## src/rtl/sys_defs.sv

```systemverilog
// Shared bus encodings, memory tag width and the data-port arbiter state enum.
`ifndef XLEN
`define XLEN 32
`endif

package sys_defs;

  typedef enum logic [1:0] {
    BUS_NONE  = 2'h0,
    BUS_LOAD  = 2'h1,
    BUS_STORE = 2'h2
  } BUS_COMMAND;

  localparam int MEM_TAG_BITS = 4;

  typedef enum logic [1:0] {
    IDLE      = 2'h0,
    ISSUE     = 2'h1,
    WAIT_DATA = 2'h2
  } MEM_ARB_STATE;

endpackage

```

## src/rtl/mem_bus_arbiter_starve_ctr.sv

```systemverilog
// Saturating icache starvation counter plus the data/icache grant decision.
module mem_arb_starve_ctr #(
  parameter int ICACHE_STARVE_MAX = 4,
  parameter int STARVE_BITS       = 3
) (
  input  logic                   clock,
  input  logic                   reset,
  input  logic                   data_req,
  input  logic                   icache_req,
  input  logic                   resp_valid,
  output logic                   grant_data,
  output logic                   grant_icache,
  output logic [STARVE_BITS-1:0] starve_cnt
);

  localparam logic [STARVE_BITS-1:0] CNT_MAX = STARVE_BITS'(ICACHE_STARVE_MAX);

  logic icache_prio;

  // Once starved long enough the icache overrides data for one arbitration.
  assign icache_prio  = icache_req && (starve_cnt == CNT_MAX);
  assign grant_icache = icache_req && (!data_req || icache_prio);
  assign grant_data   = data_req && !grant_icache;

  always_ff @(posedge clock) begin
    if (reset) begin
      starve_cnt <= '0;
    end else if (grant_icache && resp_valid) begin
      starve_cnt <= '0;
    end else if (grant_data && icache_req && (starve_cnt != CNT_MAX)) begin
      starve_cnt <= starve_cnt + 1'b1;
    end
  end

endmodule

```

## src/rtl/mem_bus_arbiter.sv

```systemverilog
// Memory bus arbiter between the icache and retire's data port.
// Optional MEM_ARB_DATA_BYPASS_EN: idle data commands drive the bus in their arrival cycle.
// Handshake: mem2proc_response != 0 in a cycle the bus carries a command means accepted;
// zero means the owner keeps driving identical outputs and retries next cycle.
`ifndef XLEN
`define XLEN 32
`endif

module mem_bus_arbiter
  import sys_defs::*;
#(
  parameter int ICACHE_STARVE_MAX = 4,
  parameter int STARVE_BITS       = 3
) (
  input  logic                    clock,
  input  logic                    reset,
  input  BUS_COMMAND              d_command,
  input  logic [`XLEN-1:0]        d_addr,
  input  logic [63:0]             d_data,
  output logic                    d_busy,
  output logic                    d_load_valid,
  output logic [63:0]             d_load_data,
  input  BUS_COMMAND              icache_command,
  input  logic [`XLEN-1:0]        icache_addr,
  output logic [3:0]              icache_response,
  output BUS_COMMAND              proc2mem_command,
  output logic [`XLEN-1:0]        proc2mem_addr,
  output logic [63:0]             proc2mem_data,
  input  logic [3:0]              mem2proc_response,
  input  logic [63:0]             mem2proc_data,
  input  logic [MEM_TAG_BITS-1:0] mem2proc_tag,
  output MEM_ARB_STATE            dbg_state,
  output logic [STARVE_BITS-1:0]  dbg_starve_cnt
);

  MEM_ARB_STATE            state_q, state_d;
  BUS_COMMAND              held_cmd_q, held_cmd_d;
  logic [`XLEN-1:0]        held_addr_q, held_addr_d;
  logic [63:0]             held_data_q, held_data_d;
  logic [MEM_TAG_BITS-1:0] held_tag_q, held_tag_d;

  logic data_req, icache_req, resp_valid, grant_data, grant_icache, accept;

`ifdef MEM_ARB_DATA_BYPASS_EN
  assign data_req = !reset && ((state_q == ISSUE) ||
                               ((state_q == IDLE) && (d_command != BUS_NONE)));
`else
  assign data_req = !reset && (state_q == ISSUE);
`endif
  assign icache_req = !reset && (icache_command == BUS_LOAD);
  assign resp_valid = (mem2proc_response != 4'h0);
  assign accept     = grant_data && resp_valid;

  mem_arb_starve_ctr #(
    .ICACHE_STARVE_MAX(ICACHE_STARVE_MAX),
    .STARVE_BITS      (STARVE_BITS)
  ) u_starve_ctr (
    .clock       (clock),
    .reset       (reset),
    .data_req    (data_req),
    .icache_req  (icache_req),
    .resp_valid  (resp_valid),
    .grant_data  (grant_data),
    .grant_icache(grant_icache),
    .starve_cnt  (dbg_starve_cnt)
  );

  always_comb begin
    proc2mem_command = BUS_NONE;
    proc2mem_addr    = '0;
    proc2mem_data    = '0;
    if (grant_data) begin
      // A bypassed command comes straight from the ports; otherwise from the latch.
      if (state_q == ISSUE) begin
        proc2mem_command = held_cmd_q;
        proc2mem_addr    = held_addr_q;
        proc2mem_data    = held_data_q;
      end else begin
        proc2mem_command = d_command;
        proc2mem_addr    = d_addr;
        proc2mem_data    = d_data;
      end
    end else if (grant_icache) begin
      proc2mem_command = BUS_LOAD;
      proc2mem_addr    = icache_addr;
    end
  end

  always_comb begin
    state_d      = state_q;
    held_cmd_d   = held_cmd_q;
    held_addr_d  = held_addr_q;
    held_data_d  = held_data_q;
    held_tag_d   = held_tag_q;
    d_load_valid = 1'b0;
    case (state_q)
      IDLE: begin
        if (d_command != BUS_NONE) begin
          if (accept) begin
            if (d_command == BUS_LOAD) begin
              held_tag_d = mem2proc_response;
              state_d    = WAIT_DATA;
            end
          end else begin
            held_cmd_d  = d_command;
            held_addr_d = d_addr;
            held_data_d = d_data;
            state_d     = ISSUE;
          end
        end
      end
      ISSUE: begin
        if (accept) begin
          if (held_cmd_q == BUS_LOAD) begin
            held_tag_d = mem2proc_response;
            state_d    = WAIT_DATA;
          end else begin
            state_d = IDLE;
          end
        end
      end
      WAIT_DATA: begin
        if (!reset && (held_tag_q != '0) && (mem2proc_tag == held_tag_q)) begin
          d_load_valid = 1'b1;
          state_d      = IDLE;
        end
      end
      default: state_d = IDLE;
    endcase
  end

  always_ff @(posedge clock) begin
    if (reset) begin
      state_q     <= IDLE;
      held_cmd_q  <= BUS_NONE;
      held_addr_q <= '0;
      held_data_q <= '0;
      held_tag_q  <= '0;
    end else begin
      state_q     <= state_d;
      held_cmd_q  <= held_cmd_d;
      held_addr_q <= held_addr_d;
      held_data_q <= held_data_d;
      held_tag_q  <= held_tag_d;
    end
  end

  assign d_busy          = !reset && (state_q != IDLE);
  assign d_load_data     = d_load_valid ? mem2proc_data : 64'h0;
  assign icache_response = grant_icache ? mem2proc_response : 4'h0;
  assign dbg_state       = state_q;

  // Retire must never present a memory op while one is in flight; such a command is ignored.
  no_cmd_while_busy: assert property (@(posedge clock) disable iff (reset)
    !(d_busy && (d_command != BUS_NONE)));

endmodule

```

## config.mk

```make
export PLATFORM = sky130hd
export DESIGN_NAME = mem_bus_arbiter
export DESIGN_NICKNAME = d
export VERILOG_FILES = /design/src/rtl/sys_defs.sv /design/src/rtl/mem_bus_arbiter_starve_ctr.sv /design/src/rtl/mem_bus_arbiter.sv
export SDC_FILE = /design/constraint.sdc
export NUM_CORES = 1
export LEC_CHECK = 0
export BUFFER_PORTS_ARGS = -buffer_cell sky130_fd_sc_hd__buf_2
export CAP_MARGIN = 10
export CELL_PAD_IN_SITES_DETAIL_PLACEMENT = 0
export CELL_PAD_IN_SITES_GLOBAL_PLACEMENT = 1
export CORE_AREA = 2 2 149 151
export DETAILED_ROUTE_END_ITERATION = 16
export DIE_AREA = 0 0 151 153
export GPL_ROUTABILITY_DRIVEN = 0
export HOLD_SLACK_MARGIN = 0.1
export PLACE_DENSITY = 0.88
export SYNTH_ARGS = -nofsm -noshare
export SYNTH_HDL_FRONTEND = slang
export SYNTH_HIERARCHICAL = 1
export SYNTH_SLANG_ARGS = --single-unit
export TNS_END_PERCENT = 30
```

## constraint.sdc

```tcl
create_clock -name clock -period 8.13 [get_ports clock]
set_input_delay 1.626 -clock clock [delete_from_list [all_inputs] [get_ports clock]]
set_output_delay 1.626 -clock clock [all_outputs]
set_load 0.01 [all_outputs]
```

# After elaboration in Yosys (flattened, before gate mapping)
# Index checks and enable logic that the tools add are counted.
# word_totals
ff_bits	107
latchBits	0
mem_bits_rw	0
romBits	0
output_inout_bits	173
mem_count	0
# classes
add_sub_neg	1
n_mul	0
div	0
n_lt_le_gt_ge	0
eq_ne	15
n_shift	0
n_mux	25
n_bitwise	1
n_reduce_logical	26
# ops
operator	n
$mux W64	3
$mux W32	3
$mux W4	6
$mux W2	8
$logic_and A1 B1 Y1	12
$ne A2 B2 Y1 const B	5
$eq A2 B1 Y1 const B	4
$pmux W4 S2	1
$reduce_bool A4 Y1	2
$ne A3 B3 Y1 const B	2
$pmux W2 S3	1
$reduce_and A6 Y1	1
$reduce_bool A2 Y1	3
$eq A4 B4 Y1	1
$reduce_and A4 Y1	1
$add A3 B1 Y3 const B	1
$eq A3 B3 Y1 const B	1
$logic_not A1 Y1	3
$mux W1	3
$reduce_and A3 Y1	1
$eq A2 B2 Y1 const B	1
$logic_not A2 Y1	1
$ne A2 B1 Y1 const B	1
$reduce_or A2 Y1	1
other kinds (2)	2

# Depth between registers and ports, before layout
# Gate-level depths: netlist (run 1).
# depth
depth_word	11
mapped_depth	13
depth_no_buf	8

# By module
# Netlist (run 1), hierarchy kept.
# by_module_without_submodules
mod	n_inst	cells_each	area_each_um2	seq_area_each_um2
mem_bus_arbiter	1	906	5988.2	2082.0
mem_arb_starve_ctr	1	24	193.9	60.1

# Worst setup path before layout (run 1)
# Ideal clock, no wire load.
# synth_timing
path_type	input port to output port
from	in reset
to	out proc2mem_addr[10]
arrival_ps	3737
t_required_ps	6504
path_slack_ps	2767
path_stages	9
n_path_buf	5
path_cell_list	clkbuf_1 -> clkbuf_1 -> nor3b_1 -> a31oi_1 -> clkbuf_1 -> nor2b_1 -> clkbuf_1 -> clkbuf_1 -> a22o_1
# synth_between
elab_chain_cells	8
word_cells_on_any_way	11
cone_classes	2 x mux; 9 x reduce/logical
# synth_rtl
element	line_no	rtl
from (decl)	mem_bus_arbiter.sv:16	input logic reset,
$logic_not A1 Y1 *	mem_bus_arbiter.sv:50	assign icache_req = !reset && (icache_command == BUS_LOAD);
$logic_and A1 B1 Y1 *	mem_bus_arbiter.sv:50	
net icache_req	mem_bus_arbiter.sv:42	logic data_req, icache_req, resp_valid, grant_data, grant_icache, accept;
$logic_and A1 B1 Y1	mem_bus_arbiter_starve_ctr.sv:21	assign icache_prio = icache_req && (starve_cnt == CNT_MAX);
$logic_or A1 B1 Y1	mem_bus_arbiter_starve_ctr.sv:22	assign grant_icache = icache_req && (!data_req || icache_prio);
$logic_and A1 B1 Y1 *	mem_bus_arbiter_starve_ctr.sv:22	
$logic_not A1 Y1 *	mem_bus_arbiter_starve_ctr.sv:23	assign grant_data = data_req && !grant_icache;
$logic_and A1 B1 Y1 *	mem_bus_arbiter_starve_ctr.sv:23	
net grant_data	mem_bus_arbiter.sv:42	
$mux W32 *	mem_bus_arbiter.sv:72	if (grant_data) begin
to (decl)	mem_bus_arbiter.sv:27	output logic [`XLEN-1:0] proc2mem_addr,
# Mark *: on every way through the listed nets, which the timed path passes. The rest lies on a longest branch.

# Worst setup path after layout (run 1)
# layout_timing
from	in reset
to	out proc2mem_addr[27]
# layout_between
elab_chain_cells	8
word_cells_on_any_way	11
cone_classes	2 x mux; 9 x reduce/logical
# layout_rtl
element	line_no
$logic_not A1 Y1 *	mem_bus_arbiter.sv:50
$logic_and A1 B1 Y1 *	mem_bus_arbiter.sv:50
net icache_req	mem_bus_arbiter.sv:42
$logic_and A1 B1 Y1	mem_bus_arbiter_starve_ctr.sv:21
$logic_or A1 B1 Y1	mem_bus_arbiter_starve_ctr.sv:22
$logic_and A1 B1 Y1 *	mem_bus_arbiter_starve_ctr.sv:22
net grant_icache	mem_bus_arbiter.sv:42
$logic_not A1 Y1	mem_bus_arbiter_starve_ctr.sv:23
$logic_and A1 B1 Y1	mem_bus_arbiter_starve_ctr.sv:23
$mux W32 *	mem_bus_arbiter.sv:72
# Marked as above.

==> impl_metrics.csv, run 1 <==
group,metric,value,unit
worst_setup_path,startpoint,"reset",
synthesis,netlist_area,6180,um^2
routing,routedWlPerCell,15.9,um
clock_tree,holdBufCountCts,0,
worst_setup_path,worst_path_max_delay_cell,"nor3b_1",
floorplan,ioPinCount,379,
clock_tree,cts_tree,"built",
synthesis,syn_nets,1138,
synthesis,syn_avg_cell_area,6.65,um^2
grt,grt_overflow_total,0,
power,fin_total_pwr,1.40,mW
grt,antenna_found_initial,11,
clock_tree,cts_buffer_depth,2,
grt,grtUsageTotal,20.4,%
clock_tree,cts_resized,0,
clock_tree,cts-htree-levels,3,
grt,grt_pass1_wl,36900,um
timing,skew,0.0118,ns
synthesis,yosysWarnings,6,
finish,final_cell_area,8550,um^2
worst_setup_path,path_cells,"buf_4 > nor3b_1 > inv_1 > nor2_1 > nor2b_2 > buf_8 > a22o_1 > buf_2",
floorplan,core,21500,um^2
place,dp_cells,1519,
finish,nNetsFinal,1459,
hold_path,min-delay-start,"held_data_q[50]",
floorplan,die_w,151,um
place,dpl_cell_area,8180,um^2
hold_path,holdCritPathClass,"reg2reg",
synthesis,synth_seq_cells,107,
timing,finalSetupViolations,0,
timing,slew_headroom,25.7,%
floorplan,die-area,23100,um^2
worst_setup_path,path_buf_inv,4,
timing,finalMaxSlewViolations,0,
place,pre_cts_slack,1.91,ns
finish,syn_to_final_growth,38.3,%
worst_setup_path,reg2reg_depth,10,
routing,via_per_inst,4.70,
floorplan,fp-row-count,54,
grt,grt_max_degree,96,
power,ir_drop,89.2,uV
worst_setup_path,cp.arrival,4.29,ns
routing,wl,24600,um
routing,drtAntennaViolNets,0,
power,power_density,164,nW/um^2
clock_tree,worstSkewPairLatency,0.35,ns
worst_setup_path,cp-start-kind,"primary input",
grt,grt_pass1_vias,6656,
power,p_leak,4.28,nW
worst_setup_path,worstSetupEndpointType,"primary output",
floorplan,start_util,28.8,%
routing,drc,0,
worst_setup_path,crit_type,"in2out",
timing,hold_viol_final,0,
worst_setup_path,r2r_slack,4.63,ns
hold_path,worstHoldPathCells,2,
synthesis,yosysSeqAreaShare,34.6,%
timing,period_share,72.8,%
floorplan,dieHeight,153,um
synthesis,synthFlopType,"dfxtp_1",
timing,setup_slack,2.21,ns
clock_tree,root_buffer,"clkbuf_16",
synthesis,synth_top_area_share,34.6,%
place,buffer_ports.inserted,378,
timing,final.min_clock_period,5.92,ns
synthesis,synth.most_common_cell,"nand2_1",
clock_tree,cts_inserted_buffers,9,
timing,fmax,169,MHz
synthesis,synth_top_area_cell,"dfxtp_1",
synthesis,synthArstFlopShare,0,%
worst_setup_path,critPathMaxFanout,17,
worst_setup_path,crit_required,6.50,ns
synthesis,synth_enable_flop_cells,0,
synthesis,synthTopCellsByArea,"dfxtp_1 35%, nand2_1 26%, a21oi_1 8.2%",
finish,drive_gt1_share,33.0,%
finish,fin_cells,1545,
clock_tree,clkTransAtPathRegs,0.07,ns
worst_setup_path,timing.rr.start,"dbg_state[1]",
timing,tightest_slew,1.11,ns
synthesis,syn_inst,930,
worst_setup_path,max_stage_delay,0.76,ns
run_status,status,"completed",
worst_setup_path,critical-path-top-delay-family,"simple AND/OR/NAND/NOR gates",
job,max_cap_violations,0,
worst_setup_path,crit_cells,8,
timing,rsz0062_at_grt,"false",
routing,vias,7260,
routing,drtIter0Drc,413,
timing,timing.setup.tns,0,ns
synthesis,synth.distinct_cells,37,
clock_tree,cts_setup_buffers,0,
place,post-dp-hpwl,18200,um
clock_tree,cts_sinks,107,
synthesis,synth_commonest_cells,"423 x nand2_1, 107 x dfxtp_1, 101 x a21oi_1, 68 x and2_1, 66 x a21boi_0",
routing,drt-pass1-iter-count,5,
==> routing by layer <==
metal | vias to the layer above | wire, um | global-route usage, % | part of all wire, %
met4 | 0 | 585 | 7.65 | 2.4
met3 | 30 | 1680 | 4.30 | 6.8
li1 | 3654 | - | - | -
met1 | 3315 | 9600 | 23.9 | 39
met5 | - | 0 | 0 | 0
met2 | 261 | 12700 | 36.2 | 52
==> registers in the layout (all words and copies together), names as in the netlist <==
signal / count
dbg_state: 2
held_cmd_q: 2
held_addr_q: 32
held_data_q: 64
held_tag_q: 4
u_starve_ctr/starve_cnt: 3
==> power breakdown <==
part           switching, mW  internal (mW)
Combinational          0.204          0.125
Sequential            0.0211          0.566
Clock                  0.214          0.276
Total                  0.439          0.966
==> cells by family after synthesis <==
kind of cell | Yosys count | share of synthesized area (%)
multiplexers | 4 | 0.648
XOR/XNOR | 3 | 0.425
AO/OA/AOI/OAI | 214 | 23.0
buffers and inverters | 81 | 5.87
AND/OR/NAND/NOR | 519 | 35.0
adder cells (fa/ha/maj) | 2 | 0.405
flip-flops | 107 | 34.6
==> worst min-delay path, stage by stage (launching register included) <==
cell and delay (ns):
dfxtp_1 0.31, nand2_1 0.05, a21oi_1 0.05
==> metrics by stage <==
stage	util, %	hold slack (ns)
floorplan	-	0.437
global placement	38.1	0.442
detailed placement	38.1	0.447
CTS	39.6	0.458
global route	39.8	0.470
finish	39.8	0.455
==> area by class of cell <==
cell class | instances | area, um^2
inverters | 4 | 15.0
flip-flops and latches | 107 | 2140
clock inverters | 7 | 106
repair buffers | 387 | 1970
clock buffers | 9 | 225
fillers | 2381 | 12900
multi-input cells | 742 | 3720
well taps | 280 | 350
diodes | 9 | 22.5
==> path summary, 6_finish.rpt <==
kind	end
setup reg to reg	held_data_q[39]
setup / recovery	proc2mem_addr[27]
hold reg to reg	held_data_q[50]
hold / removal	held_data_q[50]
==> cells in the final DEF, fill, tap and decap left out, types with 3 or more instances in the layout <==
cell       count
diode_2        9
a21boi_0      66
clkbuf_16      9
nor2_1        11
buf_4          9
a22o_1        32
mux2i_1        4
a21oi_1      101
xor2_1         3
dfxtp_1      107
buf_2        377
o21ai_0        3
nand2_1      423
nand3_1        5
inv_1          4
and2_1        68
Note: power is estimated with default switching activity, not from simulation.
==> inputs of run 2 (changes only) <==
--- a/config.mk
+++ b/config.mk
@@ -9,9 +9,9 @@
 export CAP_MARGIN = 10
 export CELL_PAD_IN_SITES_DETAIL_PLACEMENT = 0
 export CELL_PAD_IN_SITES_GLOBAL_PLACEMENT = 1
-export CORE_AREA = 2 2 149 151
+export CORE_MARGIN = 2
+export CORE_UTILIZATION = 29
 export DETAILED_ROUTE_END_ITERATION = 16
-export DIE_AREA = 0 0 151 153
 export GPL_ROUTABILITY_DRIVEN = 0
 export HOLD_SLACK_MARGIN = 0.1
 export PLACE_DENSITY = 0.88
==> constraint.sdc (replaced) <==
create_clock -name clock -period 5.94 [get_ports clock]
set_input_delay 1.188 -clock clock [delete_from_list [all_inputs] [get_ports clock]]
set_output_delay 1.188 -clock clock [all_outputs]
set_load 0.01 [all_outputs]
==> impl_metrics.csv, run 2 (synthesis gave the netlist of run 1 again) <==
group,metric,value,unit
routing,drt-pass1-iter-count,5,
clock_tree,root_buffer,"clkbuf_16",
worst_setup_path,crit_required,4.75,ns
clock_tree,cts_sinks,107,
timing,finalSetupViolations,0,
grt,grt_max_degree,99,
clock_tree,cts_tree,"built",
timing,rsz0062_at_grt,"false",
worst_setup_path,worst_path_max_delay_cell,"nor3b_1",
worst_setup_path,timing.rr.start,"dbg_state[1]",
grt,grt_pass1_wl,37800,um
power,ir_drop,124,uV
finish,drive_gt1_share,32.9,%
timing,slew_headroom,27.1,%
place,dp_cells,1514,
finish,final_core_util,40.8,%
hold_path,hold_end,"held_addr_q[6]",
finish,nNetsFinal,1458,
finish,syn_to_final_growth,38.2,%
finish,most-common-layout-cells,"423 x nand2_1, 377 x buf_2, 107 x dfxtp_1",
clock_tree,clkTransAtPathRegs,0.08,ns
hold_path,holdCritPathClass,"reg2reg",
grt,grtUsageTotal,22.0,%
worst_setup_path,cp.arrival,3.68,ns
timing,timing.setup.tns,0,ns
finish,multi_input_area,3720,um^2
finish,top_register,"held_data_q",
floorplan,die-area,22500,um^2
routing,drtAntennaViolNets,0,
hold_path,worstHoldPathCells,2,
floorplan,ioPinCount,379,
finish,largest_reg_flops,64,
worst_setup_path,crit_type,"in2out",
timing,skew,0.0120,ns
timing,period_share,82.0,%
worst_setup_path,worstSetupEndpointType,"primary output",
finish,n_fill_cell,2289,
finish,seq_area,2140,um^2
clock_tree,cts-htree-levels,3,
clock_tree,cts_setup_buffers,0,
clock_tree,cts_resized,0,
job,max_cap_violations,0,
power,p_leak,4.28,nW
routing,via_per_inst,4.78,
finish,final_common_cell,"nand2_1",
timing,final.min_clock_period,4.87,ns
grt,antenna_found_initial,11,
routing,drc,0,
place,post-dp-hpwl,19800,um
worst_setup_path,critPathMaxFanout,53,
timing,hold_viol_final,0,
grt,grt_pass1_vias,6737,
worst_setup_path,r2r_slack,3.05,ns
worst_setup_path,cp-start-kind,"primary input",
grt,grt_overflow_total,0,
clock_tree,holdBufCountCts,0,
timing,tightest_slew,1.09,ns
routing,routedWlPerCell,16.9,um
floorplan,die_w,150,um
worst_setup_path,path_cells,"buf_4 > nor3b_1 > inv_1 > nor2_1 > nor2b_2 > buf_4 > a22o_1 > buf_2",
floorplan,dieHeight,150,um
clock_tree,cts_buffer_depth,2,
floorplan,fp-row-count,53,
clock_tree,cts_inserted_buffers,9,
place,dpl_cell_area,8210,um^2
routing,drtIter0Drc,324,
timing,fmax,205,MHz
worst_setup_path,worst_path_most_repeated_cell,"buf_4",
place,buffer_ports.inserted,378,
routing,vias,7363,
finish,fin_cells,1539,
run_status,status,"completed",
finish,final_cell_area,8540,um^2
worst_setup_path,reg2reg_depth,10,
worst_setup_path,timing.rr.end,"held_data_q[44]",
routing,wl,26000,um
timing,finalMaxSlewViolations,0,
clock_tree,worstSkewPairLatency,0.35,ns
finish,reg.largest.list,"held_data_q x64, held_addr_q x32, held_tag_q x4",
floorplan,core,21000,um^2
worst_setup_path,max_stage_delay,0.85,ns
hold_path,min-delay-start,"held_addr_q[6]",
floorplan,start_util,29.5,%
power,power_density,222,nW/um^2
run 2: cell count changes in the layout (fill, tap and decap cells not counted), sizes merged:
| cell | previous run | this run |
|---|---|---|
| bufinv | 2 | 1 |
| buf | 387 | 386 |
| clkinvlp | 2 | 0 |
| clkinv | 0 | 3 |
run 2: per-layer routing:
metal  GRT usage, %  up-vias  part of all wire (%)
met3           4.63       30                   6.9
li1               -     3649                     -
met4           9.43        0                   2.5
met2           39.0      265                    51
met5              0        -                     0
met1           25.5     3419                    39
run 2: metrics by stage:
stage,setup WS [ns],hold WS (ns),power [mW]
3_5_place_dp,1.07,0.447,1.29
6_report,1.07,0.455,1.89
5_1_grt,0.769,0.472,2.01
3_3_place_gp,1.22,0.442,1.28
2_1_floorplan,1.45,0.437,1.09
4_1_cts,1.07,0.457,1.92
run 2: power by group:
part,internal (mW),switching (mW)
sequential,0.774,0.0292
clock,0.335,0.295
combinational,0.176,0.286
total,1.28,0.610
run 2: layout make-up:
class	instances	area share (%)
diodes	9	0.264
clock buffers	9	2.64
repair buffers	386	23.3
inverters	4	0.176
clock inverters	7	0.952
multi-input cells	742	43.5
well taps	275	4.03
flip-flops and latches	107	25.1
run 2: how the worst max path moves through the flow:
| stage | startpoint | endpoint | slack, ns |
|---|---|---|---|
| after CTS | reset | proc2mem_addr[27] | 1.07 |
| after global placement | reset | proc2mem_addr[25] | 1.22 |
| after floorplan | reset | proc2mem_addr[10] | 1.45 |
| after global routing | reset | proc2mem_addr[16] | 0.77 |
| final | reset | proc2mem_addr[27] | 1.07 |
| after detailed placement | reset | proc2mem_addr[14] | 1.07 |
run 2: worst max-delay path: cells and delay by family:
family	cells	cell delay (ns)
simple gates	3	1.37
compound gates	1	0.21
buf+inv	4	0.90
